==> src/rtl/unstripe_pkg.sv <==
// unstripe_pkg: shared FSM state, lane indices and sizing helper for unstripe_sched
package unstripe_pkg;
  typedef enum logic [0:0] {IDLE = 1'b0, RUN = 1'b1} state_t;
  localparam logic LANE0 = 1'b0;
  localparam logic LANE1 = 1'b1;
  function automatic int clog2(input int v);
    int r;
    r = 0;
    while ((1 << r) < v) r++;
    return r;
  endfunction
endpackage

==> src/rtl/lane_fifo.sv <==
// lane_fifo: per-lane word buffer with flush, pop-frees-slot push acceptance and drop flag
module lane_fifo
  import unstripe_pkg::*;
#(
  parameter int DATA_W     = 32,
  parameter int FIFO_DEPTH = 4
) (
  input  logic              clk,
  input  logic              rst,
  input  logic              push,
  input  logic              pop,
  input  logic              flush,
  input  logic [DATA_W-1:0] din,
  output logic [DATA_W-1:0] dout,
  output logic              empty,
  output logic              full,
  output logic              drop
);
  localparam int AW = clog2(FIFO_DEPTH);
  logic [DATA_W-1:0] mem_q [FIFO_DEPTH];
  logic [AW-1:0] rd_q, wr_q;
  logic [AW:0] cnt_q;
  logic wr, rd;
  assign empty = cnt_q == '0;
  assign full  = cnt_q == (AW+1)'(FIFO_DEPTH);
  assign rd    = pop && !empty && !flush;
  assign wr    = push && (!full || rd) && !flush;
  assign drop  = push && full && !rd && !flush;
  assign dout  = mem_q[rd_q];
  always_ff @(posedge clk) begin
    if (rst || flush) begin
      rd_q  <= '0;
      wr_q  <= '0;
      cnt_q <= '0;
    end else begin
      rd_q  <= rd ? rd_q + 1'b1 : rd_q;
      wr_q  <= wr ? wr_q + 1'b1 : wr_q;
      cnt_q <= cnt_q + (AW+1)'(wr) - (AW+1)'(rd);
    end
  end
  always_ff @(posedge clk) begin
    if (wr) mem_q[wr_q] <= din;
  end
endmodule

==> src/rtl/unstripe_sched.sv <==
// unstripe_sched: round-robin two-lane merge with starvation realign; UNSTRIPE_SCHED_STATS_EN adds stall/realign counters
module unstripe_sched
  import unstripe_pkg::*;
#(
  parameter int DATA_W     = 32,
  parameter int FIFO_DEPTH = 4,
  parameter int STALL_MAX  = 8
) (
  input  logic              clk_2f,
  input  logic              reset,
  input  logic [DATA_W-1:0] lane0,
  input  logic              valid0,
  input  logic [DATA_W-1:0] lane1,
  input  logic              valid1,
  output logic [DATA_W-1:0] dataOut,
  output logic              validOut,
  output logic              lane_id,
  output logic              realign,
  output logic              overflow0,
`ifdef UNSTRIPE_SCHED_STATS_EN
  output logic              overflow1,
  output logic [15:0]       stall_count,
  output logic [7:0]        realign_count
`else
  output logic              overflow1
`endif
);
  localparam int SW = clog2(STALL_MAX + 1);
  state_t state_q, state_d;
  logic nxt_q, nxt_d;
  logic [SW-1:0] stall_q, stall_d;
  logic [DATA_W-1:0] data_q, dout0, dout1;
  logic valid_q, lane_q, realign_q, ovf0_q, ovf1_q;
  logic empty0, empty1, full0, full1, drop0, drop1;
  logic run, pop0, pop1, starve, flush, go;
  assign run    = state_q == RUN;
  assign pop0   = run && nxt_q == LANE0 && !empty0;
  assign pop1   = run && nxt_q == LANE1 && !empty1;
  assign starve = run && (nxt_q == LANE1 ? empty1 : empty0);
  assign flush  = starve && stall_q == SW'(STALL_MAX - 1);
  assign go     = !run && (!empty0 || (valid0 && !full0)) && (!empty1 || (valid1 && !full1));
  always_comb begin
    state_d = flush ? IDLE : go ? RUN : state_q;
    nxt_d   = flush ? LANE0 : (pop0 || pop1) ? !nxt_q : nxt_q;
    stall_d = (flush || !starve) ? '0 : stall_q + 1'b1;
  end
  lane_fifo #(.DATA_W(DATA_W), .FIFO_DEPTH(FIFO_DEPTH)) u_fifo0 (
    .clk(clk_2f), .rst(reset), .push(valid0), .pop(pop0), .flush(flush),
    .din(lane0), .dout(dout0), .empty(empty0), .full(full0), .drop(drop0)
  );
  lane_fifo #(.DATA_W(DATA_W), .FIFO_DEPTH(FIFO_DEPTH)) u_fifo1 (
    .clk(clk_2f), .rst(reset), .push(valid1), .pop(pop1), .flush(flush),
    .din(lane1), .dout(dout1), .empty(empty1), .full(full1), .drop(drop1)
  );
  always_ff @(posedge clk_2f) begin
    if (reset) begin
      state_q   <= IDLE;
      nxt_q     <= LANE0;
      stall_q   <= '0;
      data_q    <= '0;
      valid_q   <= 1'b0;
      lane_q    <= LANE0;
      realign_q <= 1'b0;
      ovf0_q    <= 1'b0;
      ovf1_q    <= 1'b0;
    end else begin
      state_q   <= state_d;
      nxt_q     <= nxt_d;
      stall_q   <= stall_d;
      data_q    <= pop1 ? dout1 : pop0 ? dout0 : data_q;
      valid_q   <= pop0 || pop1;
      lane_q    <= (pop0 || pop1) ? pop1 : lane_q;
      realign_q <= flush;
      ovf0_q    <= ovf0_q || drop0;
      ovf1_q    <= ovf1_q || drop1;
    end
  end
  assign dataOut   = data_q;
  assign validOut  = valid_q;
  assign lane_id   = lane_q;
  assign realign   = realign_q;
  assign overflow0 = ovf0_q;
  assign overflow1 = ovf1_q;
`ifdef UNSTRIPE_SCHED_STATS_EN
  logic [15:0] stall_cnt_q;
  logic [7:0] realign_cnt_q;
  always_ff @(posedge clk_2f) begin
    if (reset) begin
      stall_cnt_q   <= '0;
      realign_cnt_q <= '0;
    end else begin
      stall_cnt_q   <= (starve && !(&stall_cnt_q)) ? stall_cnt_q + 16'd1 : stall_cnt_q;
      realign_cnt_q <= (flush && !(&realign_cnt_q)) ? realign_cnt_q + 8'd1 : realign_cnt_q;
    end
  end
  assign stall_count   = stall_cnt_q;
  assign realign_count = realign_cnt_q;
`endif
endmodule

==> config.mk <==
export PLATFORM = sky130hd
export DESIGN_NAME = unstripe_sched
export DESIGN_NICKNAME = d
export VERILOG_FILES = /design/src/rtl/unstripe_pkg.sv /design/src/rtl/lane_fifo.sv /design/src/rtl/unstripe_sched.sv
export SDC_FILE = /design/constraint.sdc
export NUM_CORES = 1
export LEC_CHECK = 0
export CAP_MARGIN = 40
export CORE_AREA = 2 2 188 190
export DETAILED_ROUTE_END_ITERATION = 7
export DIE_AREA = 0 0 190 192
export SLEW_MARGIN = 10
export SYNTH_ARGS = -nofsm -noshare
export SYNTH_HDL_FRONTEND = slang
export SYNTH_SLANG_ARGS = --single-unit
==> constraint.sdc <==
create_clock -name clk_2f -period 6.23 [get_ports clk_2f]
set_input_delay 1.246 -clock clk_2f [delete_from_list [all_inputs] [get_ports clk_2f]]
set_output_delay 1.246 -clock clk_2f [all_outputs]
set_load 0.01 [all_outputs]
After elaboration in Yosys (flattened, before gate mapping)
Memories as Yosys holds them, arrays and structs flattened. A register that Yosys moved wholly into a read port is not among the register bits.
Cells that the tools add are included.

storage, ports and cells
  register bits after elaboration = 57
  bits in writable memories = 256
  memories = 2

memories
  name           words  bits a word  read ports  clocked after Yosys merged registers in  write ports  line             text
  u_fifo0.mem_q  4      32           1           1                                        1            lane_fifo.sv:20  logic [DATA_W-1:0] mem_q [FIFO_DEPTH];
  u_fifo1.mem_q  4      32           1           1                                        1            lane_fifo.sv:20

cells by class
  add/subtract/negate cells = 9
  equal/unequal tests = 3
  multiplexer cells = 11
  bitwise gates (word level) = 1
  reductions and logical operators = 48

operators with widths
  cell                   count
  $mux W32               2
  $logic_and A1 B1 Y1    24
  $logic_not A1 Y1       10
  $logic_or A1 B1 Y1     9
  $add A2 B1 Y2 const B  4
  $mux W2                4
  $add A3 B1 Y3          2
  $eq A3 B3 Y1 const B   2
  $logic_not A3 Y1       2
  $sub A3 B1 Y3          2
  $mux W1                5
  $add A4 B1 Y4 const B  1
  $eq A4 B3 Y1 const B   1
  $reduce_or A2 Y1       2
  $reduce_bool A2 Y1     1
  $not A1 Y1             1

Longest topological paths before layout
  word-level depth = 11
  gate-level depth with buffers = 12
  depth with buffers taken out = 11

Cells and area by module
A second synthesis with hierarchy kept.

second synthesis, totals
  cells, all modules = 635
  area total of the unflattened synthesis = 12235.5 sq um

by module, submodules not included
  module          times used  cells each  area each (sq um)  seq. area each (sq um)
  lane_fifo       2           220         5162.5             4023.9
  unstripe_sched  1           195         1910.6             860.8

Worst setup path before layout
No wires, ideal clock.

  path kind = input -> register
  from = input port valid0
  to = memory u_fifo0.mem_q[0][0], enable pin
  arrival = 2.338 ns
  path slack = 3.500 ns
  stages on the path = 2
  path through = o41a_1 -> and3_1

on the way
  word-level cells in the longest chain between the ends = 4

ends and longest elaborated chain
  element                           line                  text
  from (decl)                       unstripe_sched.sv:12  input logic valid0,
  $logic_and A1 B1 Y1 (2 in a row)  lane_fifo.sv:27       assign wr = push && (!full || rd) && !flush;
  $mux W1                           lane_fifo.sv:42       if (wr) mem_q[wr_q] <= din;
  $mux W1 (not written as such)     lane_fifo.sv:42
  to (decl)                         lane_fifo.sv:20

No other way between the ends.

Final worst setup path
  from = register u_fifo1.cnt_q[1]
  to = register u_fifo1.cnt_q[2]

on the way
  word-level cells in the longest chain between the ends = 11

ends and longest elaborated chain
  element                           line                              text
  from (decl)                       lane_fifo.sv:22                   logic [AW:0] cnt_q;
  from (signal assigned)            lane_fifo.sv:38                   cnt_q <= cnt_q + (AW+1)'(wr) - (AW+1)'(rd);
  $logic_not A3 Y1                  lane_fifo.sv:24                   assign empty = cnt_q == '0;
  $mux W1                           unstripe_sched.sv:39              assign starve = run && (nxt_q == LANE1 ? empty1 : empty0);
  $logic_and A1 B1 Y1               unstripe_sched.sv:39
  $logic_and A1 B1 Y1               unstripe_sched.sv:40              assign flush = starve && stall_q == SW'(STALL_MAX - 1);
  $logic_not A1 Y1                  lane_fifo.sv:26, lane_fifo.sv:27
  $logic_and A1 B1 Y1               lane_fifo.sv:26                   assign rd = pop && !empty && !flush;
  $logic_or A1 B1 Y1                lane_fifo.sv:27
  $logic_and A1 B1 Y1 (2 in a row)  lane_fifo.sv:27
  $add A3 B1 Y3                     lane_fifo.sv:38
  $sub A3 B1 Y3                     lane_fifo.sv:38

Several ways; a longest one is shown, not always the timed one.
A chain may end at the register's enable or synchronous reset.

==> impl_metrics.toml <==
[outcome]
status = "finished clean"

[min_path]
hold_end = "stall_q[0]$_SDFF_PP0_"
hold_start = "stall_q[0]$_SDFF_PP0_"
whs_path_depth = 1
hp-class = "flop to flop"

[cells_and_area]
final_layout_size_suffix_gt1_frac = 0.174
highest_count_cells_in_the_layout_ignoring_fill_and_taps = "edfxtp_1, clkdlybuf4s50_1, mux4_2, dfxtp_1, nor2_1"
insertedDiodeCount = 0
design.final.nets = 839
area_delta_synth_final_pct = 22.0
postLayoutCellArea_mm2 = 0.0145
layout.cells.most_common = "edfxtp_1"

[clocking]
tritoncts = "built"
cts_resized = 0
clock_path_buffers = 3
holdBufCountCts = 0
clock_tree.htree_level_count = 1
cts_buffers = 31
clkLatencyLatePin_ns = 0.57
cts.root.buffer_cell = "clkbuf_16"
clkSlewWorstSetupHoldPaths_ns = 0.06
cts.sinks = 317
post_cts.repair.setup_buffers = 0

[timing]
final_critical_path_setup_slack_ns = 3.01
timing.max_slew.rel_slack = 0.478
clock-skew-final_ns = 0.0246
tns_ns = 0
timing_hold_violations_final = 0
achievable_freq_ghz = 0.311
min_period_ns = 3.22
rsz0062_at_grt = "no"
setup-violations-final = 0
fin_worst_hold_slack_ns = 0.448
worst-slew-pin-transition_ns = 0.783
period_utilization = 0.517
timing.final.max_slew_violations = 0

[floorplanning]
floorplan.die_area_mm2 = 0.0365
design.portCount = 105
rows = 68
initial_core_utilization = 0.346
die_w_um = 190
placeableCoreArea_mm2 = 0.0343
die-height_um = 192

[logic_synthesis]
synth.distinct_cells = 45
syn-num-nets = 721
post_synth.cell_area_avg_um2 = 18.6
post_synth_top_area_share = 0.647
synth-main-ff-cell = "edfxtp_1"
largest_cells_by_area_after_synthesis = "edfxtp_1, mux4_2, dfxtp_1"
number_of_enable_type_register_cells_in_the_synthesized_netlist = 256
synth_async_sr_flop_share = 0
postSynthRegisterBits = 317
yosysSeqAreaShare = 0.750
synth_warnings = 0
synthDominantAreaCellType = "edfxtp_1"
post_synth_instance_area_mm2 = 0.0119
post_synth_inst_count = 638

[worst_setup_path]
critical_path.endpoint_type = "flop"
r2r.worst_path.cells = 11
r2r-end = "u_fifo1.cnt_q[2]$_SDFF_PP0_"
critical_path_class = "flop to flop"
cp_cell_sequence = "or3_1, nand3_2, inv_2, ha_1, inv_1, ha_1, inv_1, fa_1, xor2_1, xnor2_1, nor2_1"
cp_max_fo = 35
slowest_cell_on_the_critical_path = "inv_2"
cp_data_required_time_ns = 6.64
critical_path.startpoint_type = "flop"
reg2reg_slack_ns = 3.01
worst_path_largest_cell_delay_ns = 0.60
worst-endpoint-arrival_ns = 3.63
regToRegStartpoint = "u_fifo1.cnt_q[1]$_SDFF_PP0_"

[placement]
detailed_place_hpwl_mm = 15.6
place_congestion = 0.751
place_ws_ns = 2.87
placement.io_buffers = 104
post_dp_cell_area_mm2 = 0.0134

[routing]
wl_per_cell_um = 20.0
drt_pass1_iterations = 6
vias = 6007
dr.first_iter.drc_count = 425
route.final.wire_length_mm = 24.7
postRouteAntennaNets = 0
drt-vias-per-instance = 4.86
drc = 0

[pwr]
peakVddDrop_mv = 0.245
report.power.total_w = 0.00574
pwr_cell_area_mw_per_mm2 = 396
leakage_nw = 4.69

[grt]
grt_start_max_net_pins = 42
grt_overflow_total = 0
first_global_vias = 6120
grt_first_pass_wirelength_mm = 36.9
gr-usage-all-layers = 0.135
initial_antenna_violation_count = 0

[run]
max_cap_viol_count = 0
sequential cells by signal, summed over array words and instances, names as in the netlist, 2 cells and up, named ones only:
name           flops
u_fifo0.rd_q       2
u_fifo1.cnt_q      3
u_fifo0.mem_q    128
u_fifo1.wr_q       2
stall_q            4
u_fifo1.mem_q    128
u_fifo1.rd_q       2
dataOut           32
u_fifo0.cnt_q      3
u_fifo0.wr_q       2
metrics by stage:
step,instances,util
floorplan,638,-
global placement,1178,0.391
detailed placement,1178,0.391
CTS,1236,0.422
global route,1236,0.422
finish,1236,0.422
synthesized netlist by cell type (all sizes together) (6+ instances only):
cell type and instances:
mux4 64, xnor2 6, nor2 55, a21oi 22
o22ai 16, nand3 6, ha 13, buf 26
edfxtp 256, nor3 16, inv 19, a211oi 16
and3 8, nand2 19, dfxtp 61
power by group:
part           leakage [nW]  switching (W)  internal, W
combinational          1.32       0.000540     0.000516
clock                 0.533       0.000773      0.00118
sequential             2.85       0.000156      0.00257
total                  4.69        0.00147      0.00427
cells by family after synthesis:
logic type	after synthesis	share of synthesized area
DFF	317	0.750
and+or+nand+nor	114	0.0446
AOI/OAI and AO/OA	66	0.0364
muxes	66	0.123
buffers and inverters	50	0.0212
adders and majority gates	15	0.0171
xor gates and xnor gates	10	0.00738
layer usage:
layer | share of wire | global-route usage | vias up
met5 | 0 | 0 | -
met4 | 0.017 | 0.0274 | 0
met3 | 0.059 | 0.0314 | 32
met2 | 0.49 | 0.224 | 157
met1 | 0.44 | 0.183 | 3064
li1 | - | - | 2754
worst max-delay path by stage:
stage	from	slack, ns	cells after the start	to
3_5_place_dp	valid0	2.87	9	u_fifo0.cnt_q[2]$_SDFF_PP0_
2_1_floorplan	valid0	3.50	2	u_fifo0.mem_q[0][0]$_DFFE_PP_
4_1_cts	u_fifo1.cnt_q[1]$_SDFF_PP0_	3.01	11	u_fifo1.cnt_q[2]$_SDFF_PP0_
3_3_place_gp	valid0	2.89	9	u_fifo0.cnt_q[2]$_SDFF_PP0_
6_report	u_fifo1.cnt_q[1]$_SDFF_PP0_	3.01	11	u_fifo1.cnt_q[2]$_SDFF_PP0_
5_1_grt	u_fifo1.cnt_q[1]$_SDFF_PP0_	2.71	11	u_fifo1.cnt_q[2]$_SDFF_PP0_
worst max-delay path: cells and delay by family (launching register included):
kind | cells | cell delay (ns)
xor gates and xnor gates | 2 | 0.30
adders and majority gates | 3 | 0.81
buffers and inverters | 3 | 0.71
DFF | 1 | 0.44
and+or+nand+nor | 3 | 0.79
layout make-up:
type / instances / area, um^2
well taps: 455 / 569
fillers: 3022 / 19800
flip-flops and latches: 317 / 8910
clock inverters: 10 / 171
multi-input cells: 271 / 2710
repair buffers: 116 / 1130
inverters: 19 / 71.3
clock buffers: 48 / 920
Note: power is estimated with default switching activity, not from simulation.
